--- config.mk ---
export PLATFORM = sky130hd
export DESIGN_NAME = busy_ctr_multi
export DESIGN_NICKNAME = d
export VERILOG_FILES = /design/src/rtl/busy_ctr_multi.sv
export SDC_FILE = /design/constraint.sdc
export NUM_CORES = 1
export LEC_CHECK = 0
export ABC_AREA = 1
export CORE_ASPECT_RATIO = 0.7
export CORE_MARGIN = 3
export CORE_UTILIZATION = 30
export CTS_CLUSTER_DIAMETER = 200
export DETAILED_ROUTE_END_ITERATION = 8
export RECOVER_POWER = 50
export SYNTH_ARGS = -nofsm -noshare
export SYNTH_HDL_FRONTEND = slang
export SYNTH_SLANG_ARGS = --single-unit
--- constraint.sdc ---
create_clock -name CLK -period 3.1 [get_ports CLK]
set_clock_uncertainty 0.2 [all_clocks]
set_input_delay 0.62 -clock CLK [delete_from_list [all_inputs] [get_ports CLK]]
set_output_delay 0.62 -clock CLK [all_outputs]
set_load 0.01 [all_outputs]
--- src/rtl/busy_ctr_multi.sv ---
// NUM_CH independent busy-window down-counters sharing one start port and one abort port.
// Each channel supports hold (pause), abort, and emits a registered done pulse on natural expiry.
module busy_ctr_multi #(
  parameter int unsigned NUM_CH         = 4,
  parameter int unsigned WIDTH          = 16,
  parameter int unsigned DEFAULT_AMOUNT = 22,
  localparam int unsigned CH_W          = (NUM_CH > 1) ? $clog2(NUM_CH) : 1
) (
  input  logic              CLK,
  input  logic              RST,
  input  logic              start__ENA,
  output logic              start__RDY,
  input  logic [CH_W-1:0]   start_ch,
  input  logic [WIDTH-1:0]  start_amount,
  input  logic              abort__ENA,
  output logic              abort__RDY,
  input  logic [CH_W-1:0]   abort_ch,
  input  logic [NUM_CH-1:0] hold,
  output logic [NUM_CH-1:0] busy,
  output logic              busy__RDY,
  output logic              any_busy,
  output logic [NUM_CH-1:0] done
);

  logic [NUM_CH-1:0][WIDTH-1:0] cnt_q, cnt_d;
  logic [NUM_CH-1:0]            done_q, done_d;
  logic [NUM_CH-1:0]            start_sel, abort_sel;
  logic [NUM_CH-1:0]            start_hit, abort_hit;
  logic [WIDTH-1:0]             load_amt;

  // Channel decode; an out-of-range channel number matches no channel at all.
  always_comb begin
    for (int i = 0; i < NUM_CH; i++) begin
      start_sel[i] = (start_ch == CH_W'(i));
      abort_sel[i] = (abort_ch == CH_W'(i));
    end
  end

  always_comb begin
    for (int i = 0; i < NUM_CH; i++) begin
      busy[i] = (cnt_q[i] != '0);
    end
  end

  assign any_busy   = |busy;
  assign start__RDY = |(start_sel & ~busy);
  assign abort__RDY = 1'b1;
  assign busy__RDY  = 1'b1;
  assign done       = done_q;

  assign load_amt  = (start_amount != '0) ? start_amount : WIDTH'(DEFAULT_AMOUNT);
  assign start_hit = (start__ENA && start__RDY) ? start_sel : '0;
  assign abort_hit = abort__ENA ? abort_sel : '0;

  // A start only hits an idle channel, where abort is a no-op, so start may take precedence here.
  always_comb begin
    cnt_d  = cnt_q;
    done_d = '0;
    for (int i = 0; i < NUM_CH; i++) begin
      if (start_hit[i]) begin
        cnt_d[i] = load_amt;
      end else if (abort_hit[i]) begin
        cnt_d[i] = '0;
      end else if (busy[i] && !hold[i]) begin
        cnt_d[i] = cnt_q[i] - WIDTH'(1);
      end
      done_d[i] = (cnt_q[i] == WIDTH'(1)) && !hold[i] && !abort_hit[i];
    end
  end

  always_ff @(posedge CLK or posedge RST) begin
    if (RST) begin
      cnt_q  <= '0;
      done_q <= '0;
    end else begin
      cnt_q  <= cnt_d;
      done_q <= done_d;
    end
  end

`ifdef FORMAL
  always_comb begin
    for (int i = 0; i < NUM_CH; i++) begin
      assert (!(done_q[i] && busy[i]));
      if (start__RDY && start_sel[i]) assert (!busy[i]);
    end
  end
`endif

endmodule

Word level (Yosys, flattened, before mapping)
Index checks and enable logic that the tools add are counted.
{ "totals": {"in_bits": 28, "elab_cells": 70, "out_inout_bits": 12, "ff_bits": 68} }
{ "classes": {"n_eq_ne": 10, "bitwise": 2, "n_mux": 15, "addsub": 4, "n_reduce_logical": 34} }
{ "ops": {"columns": ["cell", "n"], "rows": [
  ["2-to-1 mux 16 bit", 13],
  ["nonzero test 16 bit", 5],
  ["equality test 16 x 1 -> 1 bit, second input constant", 4],
  ["subtractor 16 x 1 -> 16 bit, second input constant", 4],
  ["logical AND 1 bit", 13],
  ["nonzero test 3 bit", 4],
  ["equality test 2 bit, second input constant", 4],
  ["logical NOT 1 bit", 8],
  ["2-to-1 mux 4 bit", 2],
  ["OR reduction 4 bit", 2],
  ["AND 4 bit", 1],
  ["equality test 2 x 1 -> 1 bit, second input constant", 2],
  ["logical NOT 2 bit", 2],
  ["inverter 4 bit", 1]
]} }

Logic depth before layout (Yosys ltp)
Gate-level depths: netlist (run 1).
{ "depth": {"depth_word": 7, "depth_mapped": 14} }

Least setup slack after synthesis (run 1)
Ideal clock, no wire load.
{ "synth_path": {"path_type": "register to output", "start": "register cnt_q[0] (netlist name)", "end": "output any_busy", "t_required_ns": 2.280, "arrival_time_ns": 1.522, "path_stages_with_launch": 7, "path_slack_ns": 0.758, "cell_sequence": "dfrtp_1 > inv_1 > ha_1 > nand2_1 > nor2_1 > nand2_1 > or4_1"} }
{ "synth_between": {"elab_chain_cells": 2} }
{ "synth_lines": {"columns": ["item", "line_no", "rtl"], "rows": [
  ["from (decl)", "25", "logic [NUM_CH-1:0][WIDTH-1:0] cnt_q, cnt_d;"],
  ["from (signal assigned)", "76", "cnt_q <= cnt_d;"],
  ["nonzero test 16 bit", "41", "busy[i] = (cnt_q[i] != '0);"],
  ["via busy[0]", "19", "output logic [NUM_CH-1:0] busy,"],
  ["OR reduction 4 bit", "45", "assign any_busy = |busy;"],
  ["to (decl)", "21", "output logic any_busy,"]
]} }
The timed path passes the listed nets, and every way through them passes these cells.

Worst setup path in the final report (run 1)
{ "layout_path": {"start": "register cnt_q[32] (netlist name)", "end": "output any_busy"} }
{ "layout_between": {"elab_chain_cells": 2} }
{ "layout_lines": {"columns": ["item", "line_no"], "rows": [
  ["nonzero test 16 bit", "41"],
  ["OR reduction 4 bit", "45"]
]} }
Every way passes these cells.

==> results of run 1 <==
kinds of logic after synthesis:
| logic type | after synthesis |
|---|---|
| compound gates | 17 |
| xor+xnor | 44 |
| fa+ha+maj | 12 |
| buf+inv | 100 |
| flops | 68 |
| other cells | 1 |
| simple gates | 666 |
worst max-delay path by stage:
stage | from | endpoint | slack [ps] | depth (start not counted)
2_1_floorplan | RST | cnt_q[0] | 570 | 1
3_3_place_gp | cnt_q[0] | any_busy | 30 | 7
3_5_place_dp | start_ch[0] | start__RDY | 70 | 8
4_1_cts | cnt_q[61] | any_busy | 4 | 6
5_1_grt | cnt_q[54] | any_busy | -20 | 6
6_report | cnt_q[32] | any_busy | 70 | 7
cells in the mapped netlist:
cell type and number:
nand2_1 334, nand4_1 132, nor2_1 129, dfrtp_1 68
inv_1 39, xor2_1 32, nand3_1 26, buf_6 18
clkbuf_1 18, ha_1 12, inv_2 12, xnor2_1 12
a21oi_1 11, buf_2 9, nand3_4 8, nor2_2 8
nor3_1 6, o21ai_0 6, or2_2 5, nor3_2 4
nor2_4 3, nor4b_1 3, buf_4 2, nand3b_1 2
and3_1 1, buf_1 1, clkinv_1 1, conb_1 1
nand2_2 1, nand2_8 1, nor4_1 1, or2_0 1
or4_1 1
per-layer routing:
layer	wire length, µm	part of all wire	up-vias	track usage
met5	13	0.00065	-	0
met1	9740	0.49	2891	0.283
met4	325	0.016	2	0.0418
met3	1740	0.087	26	0.0375
li1	-	-	3129	-
met2	8090	0.41	262	0.270
sequential cells by signal, summed over array words and instances (netlist names):
| name | flops |
|---|---|
| cnt_q | 64 |
| done | 4 |
power by group:
| part | internal (µW) | switching [µW] | leakage [µW] |
|---|---|---|---|
| Clock | 784 | 449 | 0.000161 |
| Sequential | 1220 | 402 | 0.000892 |
| Combinational | 1340 | 1940 | 0.00259 |
| Total | 3350 | 2790 | 0.00365 |
critical path, stage by stage (launching register included):
cell and delay (ps):
dfrtp_1 390, inv_1 130, ha_1 160, nand2_1 50, nor2_1 150, nand2_1 130, or4_4 560, dlygate4sd2_1 300
layout make-up:
| class | count | area (µm²) |
|---|---|---|
| inverters | 52 | 195 |
| repair buffers | 99 | 840 |
| flip-flops and latches | 68 | 1700 |
| clock buffers | 9 | 225 |
| fillers | 2085 | 12100 |
| clock inverters | 7 | 115 |
| well taps | 264 | 330 |
| multi-input cells | 741 | 3770 |
timing repair:
| item | 4_1_cts | 5_1_grt |
|---|---|---|
| gates resized for setup | 5 | 10 |
| setup endpoints to repair | 2 | 2 |
| pin swaps | 0 | 0 |
through the flow:
step           setup slack [ps]  TNS, ps  power, µW
2_1_floorplan               568        0       3900
3_3_place_gp               31.7        0       4790
3_5_place_dp               65.4        0       4810
4_1_cts                    4.41        0       6080
5_1_grt                   -20.8    -20.8       6730
6_report                   72.5        0       6140
==> flow_summary_export.csv, run 1 <==
group,metric,value,unit
synth,synth_top_area_share,0.285,
finish,area_growth,20.2,%
route,firstDrtPassIters,5,
route,dr_total_vias,6310,
worst_setup_path,crit_path_end_kind,"primary output",
global_routing,grt_pass1_vias,5681,
synth,synthSimpleGateAreaFrac,0.522,
synth,synth_top_family_by_area,"simple AND/OR/NAND/NOR gates",
worst_hold_path,min_path_type,"flop to flop",
finish,layout_commonest_cell,"nand2_1",
synth,yosys.area.top_type,"dfrtp_1",
placement,io_buffers,37,
placement,gp_congestion,0.897,
timing,slew_violations,0,
finish,n_antenna_cell,0,
worst_hold_path,min_from,"cnt_q[49]",
global_routing,grt_start_max_net_pins,65,
worst_setup_path,critPathArrivalTime,2210,ps
global_routing,grt_util_all_layers,0.186,
worst_setup_path,start_kind,"flop",
cts,cts.sinks,68,
route,wl_per_cell,16.1,µm
route,totalWireLength,19900,µm
cts,h-tree-depth,3,
timing,worst_slew_pin_slew,1000,ps
power_and_ir_drop,leakage,0.00365,µW
cts,cts.clk_slew.worst_paths,60,ps
power_and_ir_drop,ir_drop,0.417,mV
finish,fin_nets,1011,
timing,timing.slew.headroom,0.331,
timing,hold-worst-slack,366,ps
outcome,status,"finished clean",
cts,cts_setup_buffers,0,
finish,design_area,7170,µm²
timing,rsz0062_at_grt,"yes",
synth,synth_compound_area_frac,0.0143,
worst_setup_path,r2r-end,"cnt_q[50]",
synth,synth.distinct_cells,33,
route,drt_iter0_markers,653,
power_and_ir_drop,power_density,856,nW/µm²
worst_hold_path,whs_endpoint,"cnt_q[49]",
worst_setup_path,cp.required,2280,ps
cts,clock_path_buffers,2,
finish,fin_util,0.373,
floorplanning,die_x,175,µm
global_routing,antenna_found_initial,1,
timing,timing.final.crit_share,0.977,
synth,synth_xor_area_frac,0.0646,
timing,setup_viol,0,
placement,dpl_cell_area,6840,µm²
timing,clock.fmax,330,MHz
floorplanning,ios,40,
synth,syn_avg_cell_area,6.57,µm²
floorplanning,initial_core_util,0.310,
cts,cts_tree,"done",
synth,yosysSeqAreaShare,0.285,
worst_setup_path,reg2reg_setup_slack,470,ps
timing,hold_viol,0,
finish,drive_gt1_frac,0.132,
cts,insertion_delay,340,ps
worst_hold_path,holdPathStages,2,
global_routing,grt_overflow_total,0,
worst_setup_path,rr_worst_depth,14,
cts,hold_buffers,0,
floorplanning,core,19200,µm²
cts,clock-root-buffer,"clkbuf_16",
synth,synth-seq-cells,68,
worst_setup_path,worstReg2RegStart,"cnt_q[0]",
synth,yosys-top-cells-area,"dfrtp_1, nand2_1, nand4_1",
worst_setup_path,critPathKind,"flop to primary output",
synth,syn-cell-area,5970,µm²
placement,dp_hpwl,13900,µm
synth,postSynthCellCount,908,
floorplanning,fp-row-count,42,
finish,instances_no_fill,1240,
worst_setup_path,critPathMaxFanout,4,
route,remaining_drc_errors,0,
timing,fin_crit,3030,ps
synth,synth.area.mux_share,0,
synth,synthAdderAreaFrac,0.0252,
route,via_per_inst,5.09,
route,ant_nets,0,
placement,placed_cells,1224,
global_routing,grt_pass1_wl,31900,µm
synth,yosysWarningCount,0,
finish,layout.cells.most_common_list,"nand2_1, nand4_1, nor2_1",
floorplanning,dieArea,21600,µm²
cts,cts_buffers,9,
job,drv_cap,0,
floorplanning,die_y,124,µm
Note: power is estimated with default switching activity, not from simulation.
==> inputs of run 2 (changes only) <==
--- a/config.mk
+++ b/config.mk
@@ -11,6 +11,7 @@
 export CORE_UTILIZATION = 30
 export CTS_CLUSTER_DIAMETER = 200
 export DETAILED_ROUTE_END_ITERATION = 8
+export MAX_ROUTING_LAYER = met4
 export RECOVER_POWER = 50
 export SYNTH_ARGS = -nofsm -noshare
 export SYNTH_HDL_FRONTEND = slang
==> run 2 against run 1 <==
Die area is the same; global-route usage grew 0.59 points; core utilization is essentially flat; largest power group unchanged; highest routed layer is now met4.
==> flow_summary_export.csv, run 2 (synthesized netlist as in run 1, its figures left out) <==
group,metric,value,unit
power_and_ir_drop,leakage,0.00365,µW
cts,cts.sinks,68,
power_and_ir_drop,power_density,855,nW/µm²
route,remaining_drc_errors,0,
route,via_per_inst,5.09,
worst_setup_path,cp.required,2280,ps
placement,dp_hpwl,13900,µm
route,firstDrtPassIters,6,
worst_setup_path,critPathArrivalTime,2210,ps
timing,hold_viol,0,
floorplanning,dieArea,21600,µm²
worst_setup_path,max_stage_delay,560,ps
global_routing,grt_util_all_layers,0.192,
cts,cts_buffers,9,
global_routing,grt_use_met1,0.285,
placement,dp_slack,65.4,ps
worst_setup_path,cp.depth,7,
cts,cts_setup_buffers,0,
global_routing,antenna_found_initial,1,
finish,area_growth,20.3,%
cts,clock-root-buffer,"clkbuf_16",
global_routing,grt_pass1_wl,31900,µm
cts,cts.clk_slew.worst_paths,60,ps
floorplanning,die_y,124,µm
global_routing,grt_start_max_net_pins,65,
worst_setup_path,critPathTopFamily,"simple AND/OR/NAND/NOR gates",
worst_setup_path,crit_slowest_cell,"or4_4",
floorplanning,initial_core_util,0.310,
timing,rsz0062_at_grt,"yes",
cts,h-tree-depth,3,
worst_hold_path,holdPathStages,2,
floorplanning,ios,40,
timing,slew_violations,0,
floorplanning,core,19200,µm²
placement,gp_congestion,0.912,
outcome,status,"finished clean",
global_routing,grt_overflow_total,0,
worst_setup_path,critPathKind,"flop to primary output",
placement,dpl_cell_area,6840,µm²
worst_setup_path,worst-path-buf-inv,2,
timing,timing.final.crit_share,0.979,
finish,top_register,"cnt_q",
cts,insertion_delay,350,ps
worst_setup_path,worstPathCellList,"inv_1 -> ha_1 -> nand2_1 -> nor2_1 -> nand2_1 -> or4_4 -> dlygate4sd2_1",
timing,clock.fmax,330,MHz
placement,io_buffers,37,
finish,design_area,7180,µm²
worst_setup_path,start_kind,"flop",
cts,cts-resized-gates,5,
cts,cts_tree,"done",
cts,hold_buffers,0,
floorplanning,die_x,175,µm
route,dr_total_vias,6313,
timing,setup_viol,0,
route,drt_iter0_markers,660,
route,ant_nets,0,
timing,timing.slew.headroom,0.336,
worst_setup_path,critPathMaxFanout,4,
placement,placed_cells,1224,
cts,clock_path_buffers,2,
route,wl_per_cell,16.0,µm
finish,layout.cells.most_common_list,"nand2_1, nand4_1, nor2_1",
worst_hold_path,min_path_type,"flop to flop",
route,totalWireLength,19900,µm
timing,worst_slew_pin_slew,995,ps
global_routing,use_met3,0.0384,
finish,drive_gt1_frac,0.132,
floorplanning,fp-row-count,42,
finish,instances_no_fill,1241,
timing,setup_tns,0,ps
timing,fin_crit,3030,ps
finish,largest_reg_flops,64,
timing,setup_slack,66.5,ps
worst_setup_path,cp_common_cell,"nand2_1",
global_routing,globalRouteMet2Util,0.268,
worst_setup_path,crit_path_end_kind,"primary output",
worst_setup_path,rr_worst_depth,14,
power_and_ir_drop,ir_drop,0.416,mV
global_routing,grt_busiest_layer,"met1",
global_routing,grt_pass1_vias,5681,
job,drv_cap,0,
finish,layout_commonest_cell,"nand2_1",
finish,fin_nets,1011,
==> run 2: power breakdown <==
| group | total [µW] | internal (µW) | switching (µW) | leakage (µW) |
|---|---|---|---|---|
| combinational | 3280 | 1340 | 1940 | 0.00259 |
| sequential | 1620 | 1220 | 401 | 0.000892 |
| clock | 1240 | 784 | 453 | 0.000161 |
| total | 6140 | 3350 | 2790 | 0.00365 |
==> run 2: worst register-to-register path: stages (launching register included) <==
cell	delay (ps)
dfrtp_1	420
inv_2	120
ha_1	150
nand2_1	80
nor2_4	150
buf_4	130
nand3_1	90
nand2_1	90
inv_2	40
nand2_2	50
buf_4	520
nand4_1	280
nand2_1	140
nand2_1	50
nand2_1	60
==> run 2: worst paths after layout <==
check / from / end / slack (ps)
setup / recovery: cnt_q[32] / any_busy / 70
hold / removal: cnt_q[1] / cnt_q[1] / 370
setup reg to reg: cnt_q[0] / cnt_q[50] / 480
hold reg to reg: cnt_q[1] / cnt_q[1] / 370
max in group asynchronous: RST / cnt_q[11] / 500
min in group asynchronous: RST / cnt_q[58] / 750
==> run 2: final cells by class <==
class | count | area [µm²]
Antenna cell | 1 | 2.50
Clock inverter | 7 | 115
Clock buffer | 9 | 225
Tap cell | 264 | 330
Sequential cell | 68 | 1700
Multi-Input combinational cell | 741 | 3770
Timing Repair Buffer | 99 | 840
Fill cell | 2085 | 12100
Inverter | 52 | 195
==> run 2: routing by layer <==
metal,vias up,wire length [µm]
li1,3130,-
met1,2890,9700
met2,270,8070
met3,23,1850
met4,0,303
met5,-,0
==> run 2: per-stage QoR <==
| step | util | power, µW | hold WS [ps] |
|---|---|---|---|
| final | 0.373 | 6140 | 365 |
| after global routing | 0.373 | 6740 | 393 |
| after CTS | 0.373 | 6080 | 367 |
| after detailed placement | 0.355 | 4810 | 328 |
| after global placement | 0.355 | 4790 | 318 |
| after floorplan | - | 3900 | 292 |
==> RTL change (flow settings as in run 2) <==
Reset style: synchronous (`RST`), changed in one clocked block.
--- a/src/rtl/busy_ctr_multi.sv
+++ b/src/rtl/busy_ctr_multi.sv
@@ -69,5 +69,5 @@
   end
 
-  always_ff @(posedge CLK or posedge RST) begin
+  always_ff @(posedge CLK) begin
     if (RST) begin
       cnt_q  <= '0;
Function: differs if RST is asserted again (counterexample within 4 cycles, from zero or initial values and one cycle with RST high); with RST held inactive, the same outputs for 4 cycles.
==> RTL change against run 2 <==
  * Sequential cell count stayed put
  * Cell area is 0.23% higher
  * Synthesized area is 0.29% higher
  * Worst setup slack gained 0.069 ns
  * Wire length is 1.0% higher
  * Non-clock buffer count shrank 1
  * Critical endpoint is now start__RDY
Power is not compared: it rests on default switching activity, and its combinational part moved more than twofold at a synthesized area within 25%.
==> RTL change: results (changes against run 2) <==
Multi-input combinational area share -> 54.2% (+1.7 points)
Dominant synthesized flop cell -> dfxtp_1
Status -> complete, no violations
Wire length on met2 -> 7870 microns (-2.5%)
WHS Path Cells -> 4 (+2)
WL met3 -> 1730 microns (-6.1%)
Vias post-DR -> 6603 (+4.6%)
Crit-path max cell delay -> 0.53 ns (-0.03 ns)
Async SR Flop Fraction -> 0% (-100 points)
R2R cell count -> 15 (+1)
Synth unique cells -> 31 (-6.1%)
Non-clock buffer share -> 11.8% (+0.11 points)
Flop-to-flop setup slack -> 0.25 ns (-0.23 ns)
Non-clock buffers -> 98 (-1.0%)
Slowest CP cell -> clkdlybuf4s50_1
DP Wirelength -> 14400 microns (+3.7%)
Post-synthesis sequential area ratio -> 22.7% (-5.8 points)
Final worst slack -> 0.136 ns (+0.0693 ns)
Inserted Diodes -> 0 (-1)
Post-Place Setup Slack -> 0.0327 ns (-0.0327 ns)
Critical path data arrival time -> 2.14 ns (-0.07 ns)
Crit path to -> start__RDY
Fin nets -> 1121 (+11%)
Fillers -> 2124 (+1.9%)
Ranking of synthesized cells by area -> dfxtp_1 (23%), nand2_1 (17%), nor2_1 (14%), nand4_1 (14%), inv_1 (6.0%)
FF+latch area -> 1360 sq um (-20%)
Min-delay src -> cnt_q[9]
RTL change: cells by family (layout without fill, tap and decap cells):
family,count (synthesis),after routing,share of synthesized area [%]
simple gates,723,723,55.5
buf+inv,166,225,12.0
flops,68,68,22.7
xor+xnor,40,40,5.85
compound gates,16,16,1.34
fa+ha+maj,12,12,2.51
other cells,1,2,0.0626
RTL change: timing repair:
item                       in CTS  in global routing
resized for setup              11                  4
hold buffers                    0                  0
setup endpoints to repair       1                  1
RTL change: through the flow:
stage | instance area (sq um) | hold WS, ns | std cells | total power, uW
floorplan | 5990 | 0.327 | 1027 | 2250
global placement | 6880 | 0.382 | 1334 | 2670
detailed placement | 6880 | 0.385 | 1334 | 2680
CTS | 7240 | 0.396 | 1350 | 3900
global route | 7190 | 0.444 | 1350 | 4190
finish | 7190 | 0.397 | 1350 | 3890
RTL change: metal layers:
layer	track usage, %	up-vias
met5	-	-
met4	3.34	0
met3	3.72	15
met2	26.0	230
met1	29.3	2945
li1	-	3413
